--- config.mk ---
export PLATFORM = sky130hd
export DESIGN_NAME = mem_access_unit_flat
export DESIGN_NICKNAME = d
export VERILOG_FILES = /design/src/rtl/mem_access_unit_if.sv /design/src/rtl/mem_access_unit.sv /design/src/flat_wrapper.sv
export SDC_FILE = /design/constraint.sdc
export NUM_CORES = 1
export LEC_CHECK = 0
export CAP_MARGIN = 20
export CELL_PAD_IN_SITES_DETAIL_PLACEMENT = 1
export CELL_PAD_IN_SITES_GLOBAL_PLACEMENT = 1
export CORE_AREA = 3 3 130 132
export CTS_BUF_LIST = sky130_fd_sc_hd__clkbuf_2
export DETAILED_ROUTE_END_ITERATION = 7
export DIE_AREA = 0 0 133 135
export GPL_TIMING_DRIVEN = 0
export HOLD_SLACK_MARGIN = 0.05
export PLACE_DENSITY_LB_ADDON = 0.3
export SYNTH_ARGS = -nofsm -noshare
export SYNTH_HDL_FRONTEND = slang
export SYNTH_SLANG_ARGS = --single-unit
--- constraint.sdc ---
create_clock -name clk -period 2.65 [get_ports clk]
set_clock_uncertainty 0.2 [all_clocks]
set_input_delay 0.3975 -clock clk [delete_from_list [all_inputs] [get_ports clk]]
set_output_delay 0.3975 -clock clk [all_outputs]
set_load 0.05 [all_outputs]
--- src/rtl/mem_access_unit_if.sv ---
// Data-memory port of the load/store unit: one request/ready handshake with
// word address, byte enables and lane-replicated write data.
interface mem_access_unit_if;
    logic        mem_req;
    logic        mem_we;
    logic [31:0] mem_addr;
    logic [3:0]  mem_be;
    logic [31:0] mem_wdata;
    logic [31:0] mem_rdata;
    logic        mem_ready;

    modport master (
        output mem_req,
        output mem_we,
        output mem_addr,
        output mem_be,
        output mem_wdata,
        input  mem_rdata,
        input  mem_ready
    );

    modport slave (
        input  mem_req,
        input  mem_we,
        input  mem_addr,
        input  mem_be,
        input  mem_wdata,
        output mem_rdata,
        output mem_ready
    );
endinterface

--- src/rtl/mem_access_unit.sv ---
// Load/store unit between the ALU and data memory. It launches one memory
// access per load/store instruction, stalls the core until that access
// finishes, and extends load data for write-back. Misaligned, illegal and
// timed-out accesses are aborted and reported with ErrValid/ErrCode.
//
// state | meaning
// ------+---------------------------------------------------------------
// IDLE  | waiting for a load/store; decode and launch or reject it
// REQ   | mem_req high, request fields frozen, timeout timer running
// DONE  | access finished (or aborted); core advances on this edge
module mem_access_unit #(
    parameter int TIMEOUT = 16
) (
    input  logic               clk,
    input  logic               rst_n,
    input  logic [31:0]        ALUResult,
    input  logic [31:0]        ReadData2,
    input  logic [2:0]         funct3,
    input  logic               MemRead,
    input  logic               MemWrite,
    output logic               Stall,
    output logic [31:0]        LoadData,
    output logic               ErrValid,
    output logic [1:0]         ErrCode,
    mem_access_unit_if.master  mem
);

    localparam int            CW      = (TIMEOUT > 2) ? $clog2(TIMEOUT) : 1;
    localparam logic [CW-1:0] TC_LOAD = CW'(TIMEOUT - 1);

    localparam logic [1:0] ERR_NONE  = 2'b00;
    localparam logic [1:0] ERR_ALIGN = 2'b01;
    localparam logic [1:0] ERR_TMO   = 2'b10;
    localparam logic [1:0] ERR_ILL   = 2'b11;

    typedef enum logic [1:0] {
        IDLE = 2'b00,
        REQ  = 2'b01,
        DONE = 2'b10
    } state_t;

    state_t      state_q, state_d;
    logic [CW-1:0] tmo_cnt_q;
    logic [1:0]  addr_lo_q;
    logic [2:0]  f3_q;

    logic        start;
    logic        illegal;
    logic        misaligned;
    logic [3:0]  be_d;
    logic [31:0] wdata_d;
    logic        launch;
    logic        capture;
    logic [1:0]  err_d;

    // Pick the addressed lane out of the read word and sign/zero extend it.
    function automatic logic [31:0] extract(input logic [31:0] w,
                                            input logic [1:0]  lo,
                                            input logic [2:0]  f3);
        logic [7:0]  b;
        logic [15:0] h;
        logic [31:0] r;
        case (lo)
            2'd0:    b = w[7:0];
            2'd1:    b = w[15:8];
            2'd2:    b = w[23:16];
            default: b = w[31:24];
        endcase
        h = lo[1] ? w[31:16] : w[15:0];
        case (f3[1:0])
            2'b00:   r = f3[2] ? {24'd0, b} : {{24{b[7]}}, b};
            2'b01:   r = f3[2] ? {16'd0, h} : {{16{h[15]}}, h};
            default: r = w;
        endcase
        return r;
    endfunction

    assign start = MemRead | MemWrite;

    // Access decode: legality, alignment, lane enables and replicated store data.
    always_comb begin
        illegal    = 1'b0;
        misaligned = 1'b0;
        be_d       = 4'b1111;
        wdata_d    = ReadData2;
        if (MemRead && MemWrite)
            illegal = 1'b1;
        else if (MemRead && (funct3 == 3'b011 || funct3[2:1] == 2'b11))
            illegal = 1'b1;
        else if (MemWrite && !(funct3 == 3'b000 || funct3 == 3'b001 || funct3 == 3'b010))
            illegal = 1'b1;
        case (funct3[1:0])
            2'b00: begin
                be_d    = 4'b0001 << ALUResult[1:0];
                wdata_d = {4{ReadData2[7:0]}};
            end
            2'b01: begin
                misaligned = ALUResult[0];
                be_d       = ALUResult[1] ? 4'b1100 : 4'b0011;
                wdata_d    = {2{ReadData2[15:0]}};
            end
            default: begin
                misaligned = (ALUResult[1:0] != 2'b00);
            end
        endcase
    end

    // Next-state logic plus the stall and per-cycle control strobes.
    always_comb begin
        state_d = state_q;
        Stall   = 1'b0;
        launch  = 1'b0;
        capture = 1'b0;
        err_d   = ERR_NONE;
        case (state_q)
            IDLE: begin
                if (start) begin
                    Stall = 1'b1;
                    if (illegal) begin
                        err_d   = ERR_ILL;
                        state_d = DONE;
                    end else if (misaligned) begin
                        err_d   = ERR_ALIGN;
                        state_d = DONE;
                    end else begin
                        launch  = 1'b1;
                        state_d = REQ;
                    end
                end
            end
            REQ: begin
                Stall = 1'b1;
                if (mem.mem_ready) begin
                    capture = ~mem.mem_we;
                    state_d = DONE;
                end else if (tmo_cnt_q == '0) begin
                    err_d   = ERR_TMO;
                    state_d = DONE;
                end
            end
            default: begin
                state_d = IDLE;
            end
        endcase
    end

    // State register.
    always_ff @(posedge clk or negedge rst_n) begin
        if (!rst_n) state_q <= IDLE;
        else        state_q <= state_d;
    end

    // Request fields are latched at launch and held untouched through REQ.
    always_ff @(posedge clk or negedge rst_n) begin
        if (!rst_n) begin
            mem.mem_we    <= 1'b0;
            mem.mem_addr  <= '0;
            mem.mem_be    <= '0;
            mem.mem_wdata <= '0;
            addr_lo_q     <= '0;
            f3_q          <= '0;
        end else if (launch) begin
            mem.mem_we    <= MemWrite;
            mem.mem_addr  <= {ALUResult[31:2], 2'b00};
            mem.mem_be    <= be_d;
            mem.mem_wdata <= wdata_d;
            addr_lo_q     <= ALUResult[1:0];
            f3_q          <= funct3;
        end
    end

    // Timeout down-counter: loaded at launch, expires at zero without ready.
    always_ff @(posedge clk or negedge rst_n) begin
        if (!rst_n)               tmo_cnt_q <= '0;
        else if (launch)          tmo_cnt_q <= TC_LOAD;
        else if (state_q == REQ)  tmo_cnt_q <= tmo_cnt_q - 1'b1;
    end

    // Load result only changes on a successful load completion.
    always_ff @(posedge clk or negedge rst_n) begin
        if (!rst_n)       LoadData <= '0;
        else if (capture) LoadData <= extract(mem.mem_rdata, addr_lo_q, f3_q);
    end

    // Error pulse lands in DONE; the code is held until the next error.
    always_ff @(posedge clk or negedge rst_n) begin
        if (!rst_n) begin
            ErrValid <= 1'b0;
            ErrCode  <= ERR_NONE;
        end else begin
            ErrValid <= (err_d != ERR_NONE);
            if (err_d != ERR_NONE) ErrCode <= err_d;
        end
    end

    assign mem.mem_req = (state_q == REQ);

endmodule

--- src/flat_wrapper.sv ---
// flat-port wrapper written by rule: the top's interface ports become plain ports
module mem_access_unit_flat 
#(
    parameter int TIMEOUT = 16
)
  (clk, rst_n, ALUResult, ReadData2, funct3, MemRead, MemWrite, Stall, LoadData, ErrValid, ErrCode, mem_mem_req, mem_mem_we, mem_mem_addr, mem_mem_be, mem_mem_wdata, mem_mem_rdata, mem_mem_ready);
  mem_access_unit_if mem_i ();
  input  logic clk;
  input  logic rst_n;
  input  logic [31:0] ALUResult;
  input  logic [31:0] ReadData2;
  input  logic [2:0] funct3;
  input  logic MemRead;
  input  logic MemWrite;
  output logic Stall;
  output logic [31:0] LoadData;
  output logic ErrValid;
  output logic [1:0] ErrCode;
  output wire logic [$bits(mem_i.mem_req)-1:0] mem_mem_req;
  output wire logic [$bits(mem_i.mem_we)-1:0] mem_mem_we;
  output wire logic [$bits(mem_i.mem_addr)-1:0] mem_mem_addr;
  output wire logic [$bits(mem_i.mem_be)-1:0] mem_mem_be;
  output wire logic [$bits(mem_i.mem_wdata)-1:0] mem_mem_wdata;
  input wire logic [$bits(mem_i.mem_rdata)-1:0] mem_mem_rdata;
  input wire logic [$bits(mem_i.mem_ready)-1:0] mem_mem_ready;
  assign mem_mem_req = mem_i.mem_req;
  assign mem_mem_we = mem_i.mem_we;
  assign mem_mem_addr = mem_i.mem_addr;
  assign mem_mem_be = mem_i.mem_be;
  assign mem_mem_wdata = mem_i.mem_wdata;
  assign mem_i.mem_rdata = mem_mem_rdata;
  assign mem_i.mem_ready = mem_mem_ready;
  mem_access_unit #(.TIMEOUT(TIMEOUT)) u_core (.clk(clk), .rst_n(rst_n), .ALUResult(ALUResult), .ReadData2(ReadData2), .funct3(funct3), .MemRead(MemRead), .MemWrite(MemWrite), .Stall(Stall), .LoadData(LoadData), .ErrValid(ErrValid), .ErrCode(ErrCode), .mem(mem_i));
endmodule
# Word level (Yosys, flattened, before mapping)
# Index checks and enable logic that the tools add are counted.
# totals
ff_bits,113
in_bits,104
elab_cells,77
# classes
n_addsub,1
n_eq_ne,11
shift,1
n_mux,34
bitwise_logic,2
reduce_logical,17
# ops
op,count
32-bit one-hot mux with 2 select lines,2
32-bit two-way mux,2
8-bit one-hot mux with 3 select lines,1
2-bit two-way mux,9
16-bit two-way mux,1
4-bit two-way mux,3
1-bit two-way mux,11
2-bit by 1-bit equality test with 1-bit output (second input constant),4
2-bit logical NOT,4
2-bit one-hot mux with 2 select lines,2
4-bit one-hot mux with 2 select lines,1
3-bit by 2-bit equality test with 1-bit output (second input constant),2
2-bit nonzero test,3
2-bit equality test (second input constant),2
4-bit logical NOT,1
1-bit one-hot mux with 2 select lines,2
1-bit by 2-bit left shift with 4-bit output (first input constant),1
4-bit by 1-bit subtractor with 4-bit output (second input constant),1
3-bit by 1-bit equality test with 1-bit output (second input constant),1
1-bit logical AND,3
3-bit logical NOT,1
1-bit logical OR,3
3-bit by 1-bit != test with 1-bit output (second input constant),1
2-bit by 1-bit != test with 1-bit output (second input constant),1
other kinds (4),4

# Logic depth before layout (Yosys ltp)
# Gate-level depths: netlist (run 1).
# depth
word_depth,12
mapped_depth,7
depth_no_buf,6

# Least setup slack after synthesis (run 1)
# OpenSTA, ideal clock, no wires.
# synth_path
path_kind,reg-to-reg
start,register u_core.state_q[1]
end,register u_core.LoadData[21]
setup_time_ns,0.126
arrival_ns,1.633
required_ns,2.324
path_slack_ns,0.691
stages_incl_launch_ff,8
n_path_buf,2
synth_period_minus_slack_ns,1.959
path_cell_list,dfrtp_1 nand2b_1 clkbuf_1 inv_2 nand3b_2 a21oi_2 buf_2 a21oi_1
# synth_via
elab_chain_len,2
# synth_rtl
item,line_no,rtl
"start, declared",mem_access_unit.sv:42,"state_t state_q, state_d;"
"start signal, assigned",mem_access_unit.sv:150,else state_q <= state_d;
2-bit by 1-bit equality test with 1-bit output,n/a,
net mem_mem_req,flat_wrapper.sv:19,output wire logic [$bits(mem_i.mem_req)-1:0] mem_mem_req;
1-bit two-way mux,mem_access_unit.sv:115,case (state_q)
"end signal, assigned",mem_access_unit.sv:182,"else if (capture) LoadData <= extract(mem.mem_rdata, addr_lo_q, f3_q);"
"end, declared",mem_access_unit.sv:22,"output logic [31:0] LoadData,"
# The timed path passes the listed nets, and every way through them passes these cells.
# A chain may end at the register's enable or synchronous reset.

# Final worst setup path (run 1)
# layout_path
start,register u_core.mem.mem_addr[12]
end,output mem_mem_addr[12]
# layout_rtl
item,line_no,rtl
"start, declared",mem_access_unit_if.sv:15,"output mem_addr,"
"start signal, assigned",mem_access_unit.sv:164,"mem.mem_addr <= {ALUResult[31:2], 2'b00};"
"end, declared",flat_wrapper.sv:21,output wire logic [$bits(mem_i.mem_addr)-1:0] mem_mem_addr;
# No word-level cell between the ends.

==> results of run 1 <==
## power by group
group          internal (mW)  switching [mW]
combinational           2.30            4.36
clock                  0.701           0.694
sequential              2.56           0.522
total                   5.56            5.57
## cells in the mapped netlist, types with 3 or more instances
| library cell | number | area [sq um] |
|---|---|---|
| a21oi_1 | 37 | 185 |
| a22o_1 | 8 | 70.1 |
| a22oi_1 | 8 | 60.1 |
| a311oi_1 | 5 | 43.8 |
| buf_2 | 11 | 55.1 |
| buf_4 | 4 | 30.0 |
| buf_6 | 4 | 45.0 |
| clkbuf_1 | 12 | 45.0 |
| dfrtp_1 | 113 | 2830 |
| inv_1 | 7 | 26.3 |
| mux2_1 | 32 | 360 |
| mux2_2 | 52 | 586 |
| mux2i_1 | 22 | 220 |
| nand2_1 | 48 | 180 |
| nand2b_1 | 6 | 37.5 |
| nor2_1 | 33 | 124 |
| nor2b_1 | 3 | 18.8 |
| o21ai_0 | 12 | 60.1 |
| o21ai_1 | 5 | 25.0 |
| o31ai_1 | 5 | 37.5 |
| or3_1 | 8 | 50.1 |
## worst reg2reg max path: cells and delay by family (launching register included)
| family | cells | cell delay [ps] |
|---|---|---|
| mux | 1 | 360 |
| flops | 1 | 440 |
| simple gates | 2 | 550 |
| compound gates | 1 | 170 |
| buf+inv | 2 | 460 |
## stage by stage
stage	TNS, ps	setup slack [ps]	instances	area, sq um	power (mW)
CTS	-51.5	-51.5	957	8360	11.2
global placement	-394390	-3500	887	7650	9.54
finish	0	106	956	8390	11.1
floorplan	0	691	466	5330	7.28
detailed placement	-1460	-72.7	888	7680	9.72
global route	-16.3	-4.34	956	8390	11.7
## how the worst min path moves through the flow
stage / startpoint / end / cells past startpoint
finish: mem_mem_rdata[20] / u_core.LoadData[20]$_DFFE_PN0P_ / 3
floorplan: rst_n / u_core.ErrCode[0]$_DFFE_PN0P_ / 0
CTS: mem_mem_rdata[20] / u_core.LoadData[20]$_DFFE_PN0P_ / 3
global placement: u_core.ErrCode[1]$_DFFE_PN0P_ / u_core.ErrCode[1]$_DFFE_PN0P_ / 1
global route: mem_mem_rdata[23] / u_core.LoadData[23]$_DFFE_PN0P_ / 3
detailed placement: rst_n / u_core.LoadData[10]$_DFFE_PN0P_ / 1
## per-layer routing
metal	part of all wire, %	GRT usage [%]
met1	39	24.2
met5	0	0
met4	1.5	6.70
met3	8.6	8.72
met2	51	39.1
## kinds of logic (layout without fill, tap and decap cells)
group,after synthesis,count (layout),share of synthesized area (%)
AO/OA/AOI/OAI,90,90,10.6
XOR/XNOR,2,2,0.329
adder cells (fa/ha/maj),2,2,0.470
buffers and inverters,40,314,3.93
flip-flops,113,113,53.1
multiplexers,106,106,21.9
other,1,2,0.0705
AND/OR/NAND/NOR,111,111,9.57
## area by class of cell
| type | instances | area (sq um) | share of cell area, % |
|---|---|---|---|
| timing repair buffer | 245 | 2520 | 30.0 |
| sequential | 113 | 2830 | 33.7 |
| clock buffer | 18 | 90.1 | 1.07 |
| tap | 216 | 270 | 3.22 |
| buffer | 30 | 171 | 2.04 |
| multi-input combinational | 313 | 2290 | 27.3 |
| inverter | 9 | 33.8 | 0.403 |
| clock inverter | 12 | 191 | 2.28 |
## sequential cells by signal, indices dropped and copies added, names as in the netlist
| register | count |
|---|---|
| u_core.mem.mem_wdata | 32 |
| u_core.mem.mem_we | 1 |
| u_core.tmo_cnt_q | 4 |
| u_core.mem.mem_be | 4 |
| u_core.addr_lo_q | 2 |
| u_core.f3_q | 3 |
| u_core.LoadData | 32 |
| u_core.state_q | 2 |
| u_core.ErrValid | 1 |
| u_core.ErrCode | 2 |
| u_core.mem.mem_addr | 30 |
## timing repair
item                                    in CTS  in global routing
endpoints found under the setup margin       4                 19
pin swaps                                    0                  0
resized for setup                            6                 20
hold endpoints to repair                   150                  0
hold buffers                                39                  0
==> impl_metrics.json, run 1 <==
{
  "grtUsageTotal_pct": 22.0,
  "overflow": 0,
  "crit_start": "u_core.mem.mem_addr[12]$_DFFE_PN0P_",
  "drc": 0,
  "postCtsSetupRepairBufs": 0,
  "yosys.cell_types.count": 42,
  "critPathTopFamily": "buffers and inverters",
  "hp-class": "input pin to flip-flop",
  "max_slew_margin_pct": 41.5,
  "ys_ff_latch": 113,
  "area_delta_synth_final_pct": 57.7,
  "setup_violations": 0,
  "drive_gt1_share_pct": 15.3,
  "rr_startpoint": "u_core.state_q[0]$_DFFE_PN0P_",
  "holdWs_ps": 133,
  "cts-root-buf": "clkbuf_2",
  "post-route-min-period_ps": 2540,
  "synth-main-ff-cell": "dfrtp_1",
  "final_nets": 835,
  "crit_type": "flip-flop to primary output",
  "row_count": 46,
  "synth_edf_count": 0,
  "synthCells": 465,
  "start_util_pct": 33.6,
  "ir_drop_uv": 778,
  "start_kind": "flip-flop",
  "cts_made_buffers": 17,
  "path_max_fanout": 2,
  "status": "complete, no violations",
  "grt_pass1_wl_um": 30600,
  "port_buffers": 205,
  "worstSkewPairLatency_ps": 700,
  "worstPathRequired_ps": 2050,
  "grt_pass1_vias": 5402,
  "cts_tree": "yes",
  "vias_per_cell": 4.93,
  "drv_cap": 0,
  "cpPeakStageDelay_ps": 830,
  "place.gp.congestion": 0.809,
  "layout_commonest_cell": "clkdlybuf4s50_1",
  "yosys_warnings": 0,
  "num_vias": 4714,
  "path_cells": "clkdlybuf4s50_1",
  "async_flop_share_pct": 100,
  "routed_wl_um": 19300,
  "p_leak_nw": 3.71,
  "path_buf_inv": 1,
  "final_cell_mix": "182 x clkdlybuf4s50_1, 113 x dfrtp_1, 52 x mux2_2",
  "grt_antenna_before_repair": 0,
  "htreeDepth": 4,
  "cp_slowest_cell": "clkdlybuf4s50_1",
  "path_clk_slew_ps": 170,
  "endpoint": "mem_mem_addr[12]",
  "boundaryPins": 210,
  "worstMarginPinSlew_ps": 875,
  "final_util_pct": 53.0,
  "coreArea_sq_um": 15800,
  "ys_seq_area_share_pct": 53.1,
  "clkSinkCount": 113,
  "fmax_mhz": 393,
  "syn_area_sq_um": 5320,
  "die_y_um": 135,
  "antenna_cells": 0,
  "grt_max_degree": 73,
  "hold_violations": 0,
  "die_x_um": 133,
  "power.density_nw_per_um2": 1330,
  "slew_viol_final": 0,
  "die-area_sq_um": 18000,
  "first_pass_iters": 4,
  "endpoint_kind": "primary output",
  "critPathArrivalTime_ps": 1950,
  "hpwl_um": 13500,
  "post-route-period-util_pct": 96.0,
  "reg2reg_depth": 6,
  "drt_iter0_drc": 171,
  "fillers": 1677,
  "ant_nets": 0,
  "r2r_slack_ps": 400,
  "regToRegEndpoint": "u_core.mem.mem_addr[28]$_DFFE_PN0P_",
  "cts_buffer_depth": 2,
  "postSynthAreaPerCell_sq_um": 11.4,
  "path_depth": 1,
  "wl_per_cell_um": 20.2
}
No activity file was read; power rests on OpenSTA's default activity.
==> inputs of run 2 (changes only) <==
Settings changed: PLACE_DENSITY set to 0.91, PLACE_DENSITY_LB_ADDON 0.3 to not set.
==> run 2 against run 1 <==
Effect of this change: hold slack lost 1.0 ps; non-clock buffer count increased by 8; die area stayed put; global-route usage increased by 2.3 points; setup slack worse by 19 ps; sequential share of layout area is 0.53 points lower; register-to-register slack lost 70 ps; critical endpoint is now ErrCode[1].
==> impl_metrics.json, run 2 (synthesized netlist as in run 1, its figures left out) <==
{
  "cts_buffer_depth": 2,
  "clkSinkCount": 113,
  "grt_max_degree": 72,
  "num_vias": 4945,
  "fmax_mhz": 390,
  "grt_pass1_vias": 5702,
  "top_usage_layer": "met2",
  "vias_per_cell": 5.11,
  "cts-root-buf": "clkbuf_2",
  "slew_viol_final": 0,
  "critPathTopFamily": "buffers and inverters",
  "worst_slack_ps": 86.8,
  "wl_per_cell_um": 22.3,
  "grt_pass1_wl_um": 33200,
  "die_y_um": 135,
  "use_met2_pct": 43.9,
  "grt_antenna_before_repair": 2,
  "grt.met3_usage_pct": 7.90,
  "coreArea_sq_um": 15800,
  "ant_nets": 0,
  "grtUsageTotal_pct": 24.2,
  "area_delta_synth_final_pct": 60.2,
  "hold_violations": 0,
  "fillers": 1693,
  "path_cells": "clkdlybuf4s50_1",
  "ir_drop_uv": 713,
  "path_depth": 1,
  "start_util_pct": 33.6,
  "boundaryPins": 210,
  "rr_startpoint": "u_core.state_q[1]$_DFFE_PN0P_",
  "r2r_slack_ps": 330,
  "place.gp.congestion": 0.844,
  "port_buffers": 205,
  "die-area_sq_um": 18000,
  "worstPathRequired_ps": 2050,
  "cts_made_buffers": 17,
  "final_cell_mix": "143 x clkdlybuf4s50_1, 113 x dfrtp_1, 54 x dlymetal6s2s_1",
  "use_met1_pct": 25.4,
  "cts_tree": "yes",
  "cp_slowest_cell": "clkdlybuf4s50_1",
  "path_clk_slew_ps": 240,
  "p_leak_nw": 4.05,
  "drive_gt1_share_pct": 15.5,
  "post-route-min-period_ps": 2560,
  "drv_cap": 0,
  "drt_iter0_drc": 212,
  "reg_top3": "u_core.LoadData (32), u_core.mem.mem_wdata (32), u_core.mem.mem_addr (30)",
  "path_max_fanout": 2,
  "power.density_nw_per_um2": 1300,
  "die_x_um": 133,
  "max_slew_margin_pct": 45.5,
  "p_total_mw": 11.1,
  "holdWs_ps": 131,
  "final_nets": 843,
  "drc": 0,
  "path_buf_inv": 1,
  "hp-class": "input pin to flip-flop",
  "setup_violations": 0,
  "crit_start": "u_core.ErrCode[1]$_DFFE_PN0P_",
  "row_count": 46,
  "layout_commonest_cell": "clkdlybuf4s50_1",
  "regToRegEndpoint": "u_core.mem.mem_addr[16]$_DFFE_PN0P_",
  "cpPeakStageDelay_ps": 850,
  "pre_cts_slack_ps": -120,
  "worstMarginPinSlew_ps": 815,
  "endpoint_kind": "primary output",
  "reg2reg_depth": 6,
  "crit_type": "flip-flop to primary output",
  "critPathArrivalTime_ps": 1970,
  "worstSkewPairLatency_ps": 700,
  "hpwl_um": 14200,
  "post-route-period-util_pct": 96.7,
  "first_pass_iters": 4,
  "status": "complete, no violations",
  "postCtsSetupRepairBufs": 0,
  "routed_wl_um": 21600,
  "endpoint": "ErrCode[1]",
  "htreeDepth": 4,
  "start_kind": "flip-flop",
  "overflow": 0
}
==> run 2: cell types whose count changed in the layout (fill, tap and decap cells not counted) <==
| cell | delta |
|---|---|
| buf_2 | -1 |
| bufinv_16 | -3 |
| clkbuf_2 | +1 |
| clkbuf_4 | +1 |
| clkdlybuf4s50_1 | -39 |
| clkinv_2 | -4 |
| clkinv_4 | +2 |
| clkinvlp_4 | +3 |
| diode_2 | +2 |
| dlygate4sd2_1 | +2 |
| dlygate4sd3_1 | +8 |
| dlymetal6s2s_1 | +36 |
| inv_6 | +4 |
==> run 2: layer usage <==
layer	vias to the layer above	share of wire (%)
li1	2190	-
met1	2434	35
met2	254	53
met3	67	8.2
met4	0	3.9
met5	-	0
==> run 2: what timing repair did <==
item / CTS / global route
hold endpoints to repair: 156 / 2
cloned: 0 / 0
setup endpoints to repair: 7 / 56
hold buffers: 45 / 2
resized for setup: 9 / 59
pin swaps: 0 / 0
==> run 2: how the worst min path moves through the flow <==
| stage | startpoint | to | cells after the start |
|---|---|---|---|
| floorplan | rst_n | u_core.ErrCode[0]$_DFFE_PN0P_ | 0 |
| global route | mem_mem_rdata[24] | u_core.LoadData[24]$_DFFE_PN0P_ | 3 |
| CTS | ALUResult[6] | u_core.mem.mem_addr[6]$_DFFE_PN0P_ | 2 |
| global placement | u_core.ErrCode[1]$_DFFE_PN0P_ | u_core.ErrCode[1]$_DFFE_PN0P_ | 1 |
| finish | mem_mem_rdata[23] | u_core.LoadData[23]$_DFFE_PN0P_ | 3 |
| detailed placement | rst_n | u_core.LoadData[9]$_DFFE_PN0P_ | 1 |
==> run 2: where the power goes <==
part	internal [mW]	total, mW	switching [mW]	leakage [nW]
combinational	2.27	6.70	4.43	2.59
clock	0.448	1.26	0.816	0.138
sequential	2.56	3.14	0.577	1.32
==> run 2: stage by stage <==
stage	utilization [%]	cell area, sq um	std cells	setup TNS [ps]
CTS	52.9	8380	965	-96.2
finish	53.9	8530	968	0
floorplan	-	5330	466	0
global placement	48.3	7650	887	-380280
detailed placement	48.5	7680	888	-3310
global route	53.9	8530	968	-2.32
==> run 2: cell type report <==
class / count / area [sq um] / share of cell area (%)
Antenna cell: 2 / 5.00 / 0.0587
Buffer: 30 / 171 / 2.01
Clock buffer: 18 / 90.1 / 1.06
Clock inverter: 14 / 156 / 1.83
Inverter: 9 / 33.8 / 0.396
Multi-Input combinational cell: 313 / 2290 / 26.9
Sequential cell: 113 / 2830 / 33.2
Tap cell: 216 / 270 / 3.17
Timing Repair Buffer: 253 / 2680 / 31.5
